===== src/rtl/fetch_queue.sv =====
// Instruction-fetch unit: sequences the fetch PC and buffers fetched words
// in a DEPTH-entry prefetch queue ahead of decode, flushed on redirect.
module fetch_queue #(
  parameter int unsigned           WIDTH    = 32,
  parameter int unsigned           DEPTH    = 4,
  parameter logic [WIDTH-1:0]      RESET_PC = '0
) (
  input  logic                       clk,
  input  logic                       reset,
  output logic [WIDTH-1:0]           imem_addr,
  input  logic [WIDTH-1:0]           imem_data,
  input  logic                       redirect,
  input  logic [WIDTH-1:0]           redirect_pc,
  input  logic                       id_ready,
  output logic                       id_valid,
  output logic [WIDTH-1:0]           id_instr,
  output logic [WIDTH-1:0]           id_pcplus4,
  output logic [$clog2(DEPTH):0]     count
);

  localparam int unsigned AW = $clog2(DEPTH);
  localparam logic [AW:0] FULL = (AW+1)'(DEPTH);
  localparam logic [WIDTH-1:0] ALIGN_MASK = {{(WIDTH-2){1'b1}}, 2'b00};

  logic [WIDTH-1:0] fetch_pc;
  logic [WIDTH-1:0] fetch_pcplus4;
  logic [AW-1:0]    head;
  logic [AW-1:0]    tail;
  logic [WIDTH-1:0] instr_mem  [DEPTH];
  logic [WIDTH-1:0] pcplus4_mem[DEPTH];
  logic             pop;
  logic             push;

  assign fetch_pcplus4 = fetch_pc + WIDTH'(4);
  assign imem_addr     = fetch_pc;
  assign id_valid      = (count != '0);
  assign pop           = id_valid & id_ready;
  assign push          = !redirect & ((count != FULL) | pop);

  // Storage is never reset; outputs are masked while the queue is empty.
  assign id_instr   = id_valid ? instr_mem[head]   : '0;
  assign id_pcplus4 = id_valid ? pcplus4_mem[head] : '0;

  always_ff @(posedge clk) begin
    if (reset) begin
      fetch_pc <= RESET_PC;
      head     <= '0;
      tail     <= '0;
      count    <= '0;
    end else if (redirect) begin
      fetch_pc <= redirect_pc & ALIGN_MASK;
      head     <= '0;
      tail     <= '0;
      count    <= '0;
    end else begin
      if (push) begin
        fetch_pc <= fetch_pcplus4;
        tail     <= tail + AW'(1);
      end
      if (pop) begin
        head <= head + AW'(1);
      end
      if (push && !pop) begin
        count <= count + (AW+1)'(1);
      end else if (pop && !push) begin
        count <= count - (AW+1)'(1);
      end
    end
  end

  // A push is already suppressed by redirect; reset must block it too so
  // a reset cycle leaves no trace in storage-visible state.
  always_ff @(posedge clk) begin
    if (push && !reset) begin
      instr_mem[tail]   <= imem_data;
      pcplus4_mem[tail] <= fetch_pcplus4;
    end
  end

endmodule


===== config.mk =====
export PLATFORM = sky130hd
export DESIGN_NAME = fetch_queue
export DESIGN_NICKNAME = d
export VERILOG_FILES = /design/src/rtl/fetch_queue.sv
export SDC_FILE = /design/constraint.sdc
export NUM_CORES = 1
export LEC_CHECK = 0
export ABC_AREA = 1
export ABC_CLOCK_PERIOD_IN_PS = 5320
export BUFFER_PORTS_ARGS = -buffer_cell sky130_fd_sc_hd__buf_4
export CAP_MARGIN = 40
export CELL_PAD_IN_SITES_DETAIL_PLACEMENT = 1
export CELL_PAD_IN_SITES_GLOBAL_PLACEMENT = 2
export CORE_MARGIN = 2
export CORE_UTILIZATION = 37
export DETAILED_ROUTE_END_ITERATION = 7
export GPL_TIMING_DRIVEN = 0
export PLACE_DENSITY_LB_ADDON = 0.05
export SLEW_MARGIN = 40
export SYNTH_ARGS = -nofsm -noshare
export SYNTH_HDL_FRONTEND = slang
export SYNTH_SLANG_ARGS = --single-unit

===== constraint.sdc =====
create_clock -name clk -period 5.32 [get_ports clk]
set_input_delay 0.266 -clock clk [delete_from_list [all_inputs] [get_ports clk]]
set_output_delay 0.266 -clock clk [all_outputs]
set_load 0.02 [all_outputs]

==> impl_metrics.json, run 1 <==
{
  "pin_count_of_the_biggest_net_entering_global_routing": 18,
  "drive_gt1_share_pct": 20.14,
  "floorplan.initialDensity_pct": 37.54,
  "synth.lib_cells_used.distinct": 31,
  "fin_hold_ws_ps": 45.78,
  "post_synth_instance_area_um2": 12220,
  "dpl.cell_count": 1757,
  "rsz_0062_raised_after_global_routing": "false",
  "global_route.overflow_total": 0,
  "postSynthRegisterBits": 287,
  "post_cts_resize_count": 0,
  "cts_buffers": 34,
  "portBuffers": 160,
  "horizontal_extent_of_the_die_um": 185.7,
  "vias_in_the_first_global_route": 9573,
  "timing.critical_path.buf_inv": 8,
  "coreArea_um2": 32540,
  "cts.sinks": 287,
  "vdd_drop_max_mv": 0.1862,
  "num_antenna_cells": 0,
  "die_area_um2": 34480,
  "place_area_um2": 14430,
  "crit_path_cell_trace": "dlygate4sd3_1, buf_4, nor2_4, inv_1, nor2_1, inv_1, nor2_4, buf_16, buf_16, buf_16, buf_8",
  "status": "complete, no violations",
  "synth.top_cell.area_share_pct": 60.96,
  "drt_iter0_markers": 485,
  "post_synthesis_compound_gate_area_fraction_pct": 10.41,
  "dr_total_vias": 9102,
  "pin_count": 168,
  "worstSkewPairLatency_ps": 510,
  "tritoncts": "yes",
  "antenna_found_initial": 0,
  "routedWlPerCell_um": 19.68,
  "die_height_um": 185.7,
  "cap_viol_max_count": 0,
  "fp-row-count": 66,
  "final_cell_count_no_fill": 1852,
  "critical-path-max-stage-delay_ps": 540,
  "drc_errors": 0,
  "postRouteWirelength_um": 36440,
  "synth_simple_gate_area_share_pct": 15.93,
  "synthDominantAreaCellType": "edfxtp_1",
  "worst-r2r-setup-slack_ps": 2110,
  "synth_top_family_by_area": "simple AND/OR/NAND/NOR gates",
  "worst_ep_required_time_ps": 5520,
  "post-route-period-util_pct": 60.72,
  "setup.worst_path.class": "in -> reg",
  "cp_data_arrival_time_ps": 3430,
  "skew_ps": 15.36,
  "finalNetCount": 1459,
  "cts_root_buffer": "clkbuf_16",
  "overall_track_demand_over_capacity_in_global_routing_pct": 21.45,
  "path_max_fanout": 15,
  "setup-tns-final_ps": 0,
  "htree_num_levels": 2,
  "synth.yosys.seq_area_share_pct": 67.36,
  "hold_path.class": "in -> reg",
  "syn_area_per_cell_um2": 10.76,
  "fin_area_um2": 15850,
  "layout-area-overhead-vs-synth_pct": 29.77,
  "report.final.hold_viol_count": 0,
  "drt.antenna.violating_nets": 0,
  "final.min_clock_period_ps": 3231,
  "worst_slew_pin_slew_ps": 746.5,
  "routed_via_density": 4.915,
  "hpwl_um": 25300,
  "num-fill-cells": 3623,
  "netlist_instances": 1135,
  "global_route_wire_length_before_repair_um": 55390,
  "synthXorXnorAreaFrac_pct": 1.649,
  "clk_pin_slew_ps": 60,
  "pre_repair_dr_iteration_count": 5,
  "report.final.setup_viol": 0,
  "ctsLongestPathBuffers": 3,
  "timing.final.max_slew_violations": 0,
  "post_synth_mux_area_share_pct": 0,
  "worstSetupStartpointType": "input pin",
  "worst_path_most_repeated_cell": "buf_16",
  "synth_warnings": 0,
  "end_kind": "register",
  "synthTopCellsByArea": "edfxtp_1 (61%), nor2_1 (8.6%), dfxtp_1 (6.4%), o21ai_0 (5.6%), nand2_1 (4.0%)",
  "timing.slew.headroom_pct": 50.23,
  "cp_slowest_cell": "dlygate4sd3_1",
  "gp_congestion": 0.7768,
  "synthAdderAreaFrac_pct": 0.7784,
  "p_leak_nw": 6.032,
  "powerDensity_nw_per_um2": 344.2,
  "critical-path-top-delay-family": "buffers and inverters",
  "achievable-frequency_mhz": 309.5
}
[power by group]
group	internal [mW]	total (mW)	switching, mW	leakage, nW
combinational	0.236	0.647	0.411	2.89
clock	1.36	2.26	0.899	0.539
sequential	2.51	2.55	0.0378	2.61
[registers in the layout, summed over array words and instances (netlist names), named ones only]
| name | flops |
|---|---|
| instr_mem | 128 |
| pcplus4_mem | 120 |
| imem_addr | 30 |
| count | 3 |
| head | 2 |
| tail | 2 |
[path summary, 6_finish.rpt]
check | startpoint | end | cells after the start
max | reset | instr_mem[1][19] | 11
min | redirect_pc[4] | imem_addr[4] | 3
max reg2reg | count[0] | instr_mem[1][19] | 10
min reg2reg | count[2] | count[2] | 1
[cell families (layout without fill, tap and decap cells)]
kind of cell,after synthesis,after routing
AND/OR/NAND/NOR,465,465
flip-flops,287,287
AO/OA/AOI/OAI,242,242
buffers and inverters,116,388
XOR/XNOR,17,17
adder cells (fa/ha/maj),7,7
other,1,4
[tightest hold or removal path: stages]
cell and delay [ps]:
buf_4 110, nand2_1 50, a31oi_1 70
[routing by layer]
metal / GRT usage [%] / share of wire, % / up-vias
met4: 5.260 / 1.6 / 0
met1: 28.79 / 46 / 4479
met5: 0 / 0 / -
li1: - / - / 4384
met2: 37.00 / 48 / 192
met3: 2.641 / 3.7 / 47
[synthesized netlist by cell type]
cell / count
clkbuf_1: 38
nor3_1: 3
nand4_1: 3
inv_2: 4
fa_1: 1
o21ai_1: 1
edfxtp_1: 248
nor2_4: 7
nand2_1: 131
nand2_2: 8
a21oi_1: 82
buf_1: 3
inv_1: 51
xor2_1: 6
and2_1: 4
a31oi_1: 9
nand3b_1: 6
a22o_1: 13
nand3_1: 16
nor2_2: 3
nor2_1: 280
ha_1: 6
xor2_2: 7
o21ai_0: 137
nand2_4: 1
buf_4: 4
dfxtp_1: 39
conb_1: 1
nor2_8: 3
buf_2: 16
xnor2_1: 4
[placed cells by master, fill, tap and decap left out, types with 16 or more instances in the layout]
cell type / instances
a21oi_1: 82
buf_2: 16
buf_4: 164
clkbuf_1: 46
clkbuf_16: 37
dfxtp_1: 39
dlygate4sd3_1: 33
edfxtp_1: 248
inv_1: 51
nand2_1: 131
nand3_1: 16
nor2_1: 276
o21ai_0: 137
[metrics by stage]
| stage | power, mW | setup WS, ps | utilization (%) |
|---|---|---|---|
| 5_1_grt | 5.656 | 1862 | 48.72 |
| 2_1_floorplan | 2.906 | 1041 | - |
| 3_3_place_gp | 3.209 | -1859 | 42.97 |
| 3_5_place_dp | 3.231 | 1990 | 44.35 |
| 4_1_cts | 5.516 | 2011 | 48.72 |
| 6_report | 5.457 | 2089 | 48.72 |
[area by class of cell]
type | count | area (um^2) | area share (%)
Buffer | 61 | 264.0 | 1.665
Clock buffer | 45 | 955.9 | 6.030
Clock inverter | 17 | 136.4 | 0.8604
Inverter | 55 | 206.4 | 1.302
Multi-Input combinational cell | 735 | 3558 | 22.45
Sequential cell | 287 | 8228 | 51.91
Tap cell | 442 | 553.0 | 3.489
Timing Repair Buffer | 210 | 1949 | 12.30
[what timing repair did]
item                                   4_1_cts  5_1_grt
endpoints found under the hold margin      130        0
setup buffers                                0        0
hold buffers                                33        0
Power figures use the tool's default switching activity.
==> run 2: changes to the inputs <==
- ABC_CLOCK_PERIOD_IN_PS: 5320 -> 3200
- clock period: 5.32 -> 3.2 ns (I/O delays scaled with it)
==> impl_metrics.json, run 2 (synthesis gave the netlist of run 1 again) <==
{
  "drt.antenna.violating_nets": 0,
  "post-cts-setup-buffer-count": 0,
  "final.min_clock_period_ps": 3002,
  "power_mw": 9.027,
  "layout-area-overhead-vs-synth_pct": 30.78,
  "drt_iter0_markers": 432,
  "grt.met2_usage_pct": 35.70,
  "worstSkewPairLatency_ps": 570,
  "achievable-frequency_mhz": 333.1,
  "crit_path_cell_trace": "nor2_1, nand2_1, inv_1, nor2_1, inv_1, nor2_4, buf_8, buf_8, buf_16",
  "tritoncts": "yes",
  "routed_via_density": 4.890,
  "cts.sinks": 287,
  "pin_count_of_the_biggest_net_entering_global_routing": 18,
  "routedWlPerCell_um": 18.92,
  "timing.slew.headroom_pct": 51.37,
  "largest_reg_flops": 128,
  "ff_latch_area_um2": 8228,
  "htree_num_levels": 1,
  "worst_ep_required_time_ps": 3450,
  "post_cts_resize_count": 0,
  "critical-path-max-stage-delay_ps": 480,
  "report.final.hold_viol_count": 0,
  "status": "complete, no violations",
  "vias_in_the_first_global_route": 9307,
  "timing.final.max_slew_violations": 0,
  "horizontal_extent_of_the_die_um": 185.7,
  "dpl.cell_count": 1757,
  "mostFrequentLayoutCell": "nor2_1",
  "die_height_um": 185.7,
  "cts.hold.buffers_added": 54,
  "area_taken_by_multi_input_logic_gates_um2": 3558,
  "setup.worst_path.class": "reg -> reg",
  "fp-row-count": 66,
  "cts_buffers": 31,
  "clk_pin_slew_ps": 60,
  "rsz_0062_raised_after_global_routing": "false",
  "busiest_layer": "met2",
  "met3_demand_to_capacity_share_in_global_routing_pct": 2.485,
  "fin_hold_ws_ps": 15.46,
  "cp_slowest_cell": "nor2_4",
  "report.final.setup_viol": 0,
  "portBuffers": 160,
  "global_route_wire_length_before_repair_um": 53540,
  "postRouteWirelength_um": 35350,
  "finalNetCount": 1477,
  "overall_track_demand_over_capacity_in_global_routing_pct": 20.78,
  "final_cell_count_no_fill": 1869,
  "setup-tns-final_ps": 0,
  "num_antenna_cells": 0,
  "pre_repair_dr_iteration_count": 5,
  "post-route-period-util_pct": 93.83,
  "most-common-layout-cells": "nor2_1 (276), edfxtp_1 (248), buf_4 (164), o21ai_0 (137), nand2_1 (131)",
  "drive_gt1_share_pct": 19.83,
  "gp_congestion": 0.7803,
  "groute.layer.met1.usage_pct": 28.25,
  "regMostFlops": "instr_mem",
  "cp_data_arrival_time_ps": 3260,
  "path_max_fanout": 15,
  "pin_count": 168,
  "cts_root_buffer": "clkbuf_16",
  "coreArea_um2": 32540,
  "hold_path.class": "in -> reg",
  "die_area_um2": 34480,
  "global_route.overflow_total": 0,
  "ctsLongestPathBuffers": 3,
  "end_kind": "register",
  "worst_slew_pin_slew_ps": 729.5,
  "hpwl_um": 24490,
  "drc_errors": 0,
  "vdd_drop_max_mv": 0.5327,
  "worst-r2r-setup-slack_ps": 200,
  "worstSetupStartpointType": "register",
  "skew_ps": 25.70,
  "dr_total_vias": 9140,
  "cap_viol_max_count": 0,
  "floorplan.initialDensity_pct": 37.54,
  "num-fill-cells": 3583,
  "p_leak_nw": 6.082,
  "powerDensity_nw_per_um2": 565.0,
  "antenna_found_initial": 0,
  "layout.core_utilization_pct": 49.10
}
run 2: changes by cell type in the layout (fill, tap and decap cells not counted), sizes merged:
cell,before,now
bufinv,2,5
clkbuf,83,80
clkinvlp,1,2
clkinv,14,8
dlygate4sd3,33,54
inv,55,56
run 2: worst max-delay path, delay by kind of cell (launching register included):
kind | cells | cell delay, ps
AND/OR/NAND/NOR | 4 | 1180
flip-flops | 1 | 420
buffers and inverters | 5 | 1060
run 2: final cells by class:
| cell class | count | share of cell area, % |
|---|---|---|
| well taps | 442 | 3.462 |
| repair buffers | 231 | 13.13 |
| clock inverters | 16 | 1.324 |
| inverters | 55 | 1.292 |
| clock buffers | 42 | 5.365 |
| plain buffers | 61 | 1.653 |
| multi-input cells | 735 | 22.27 |
| flip-flops and latches | 287 | 51.50 |
run 2: where the power goes:
part | internal (mW) | switching [mW]
sequential | 4.17 | 0.0615
combinational | 0.408 | 0.683
clock | 2.27 | 1.43
total | 6.85 | 2.18
run 2: path summary, 6_finish.rpt:
check                        from               end  cells after the start
hold reg to reg          count[2]          count[2]                      1
setup reg to reg         count[0]  instr_mem[1][15]                      9
setup / recovery         count[0]  instr_mem[1][15]                      9
hold / removal    redirect_pc[14]     imem_addr[14]                      4
run 2: per-stage QoR:
| step | setup WS (ps) | area (um^2) |
|---|---|---|
| 2_1_floorplan | -77.52 | 12240 |
| 3_3_place_gp | -1932 | 13990 |
| 3_5_place_dp | 143.1 | 14370 |
| 4_1_cts | 111.1 | 15980 |
| 5_1_grt | 12.95 | 15980 |
| 6_report | 197.5 | 15980 |
run 2: layer usage:
metal / part of all wire [%] / wire (um)
met3: 4.5 / 1594
met4: 1.6 / 581
met2: 49 / 17290
met1: 45 / 15890
met5: 0 / 0
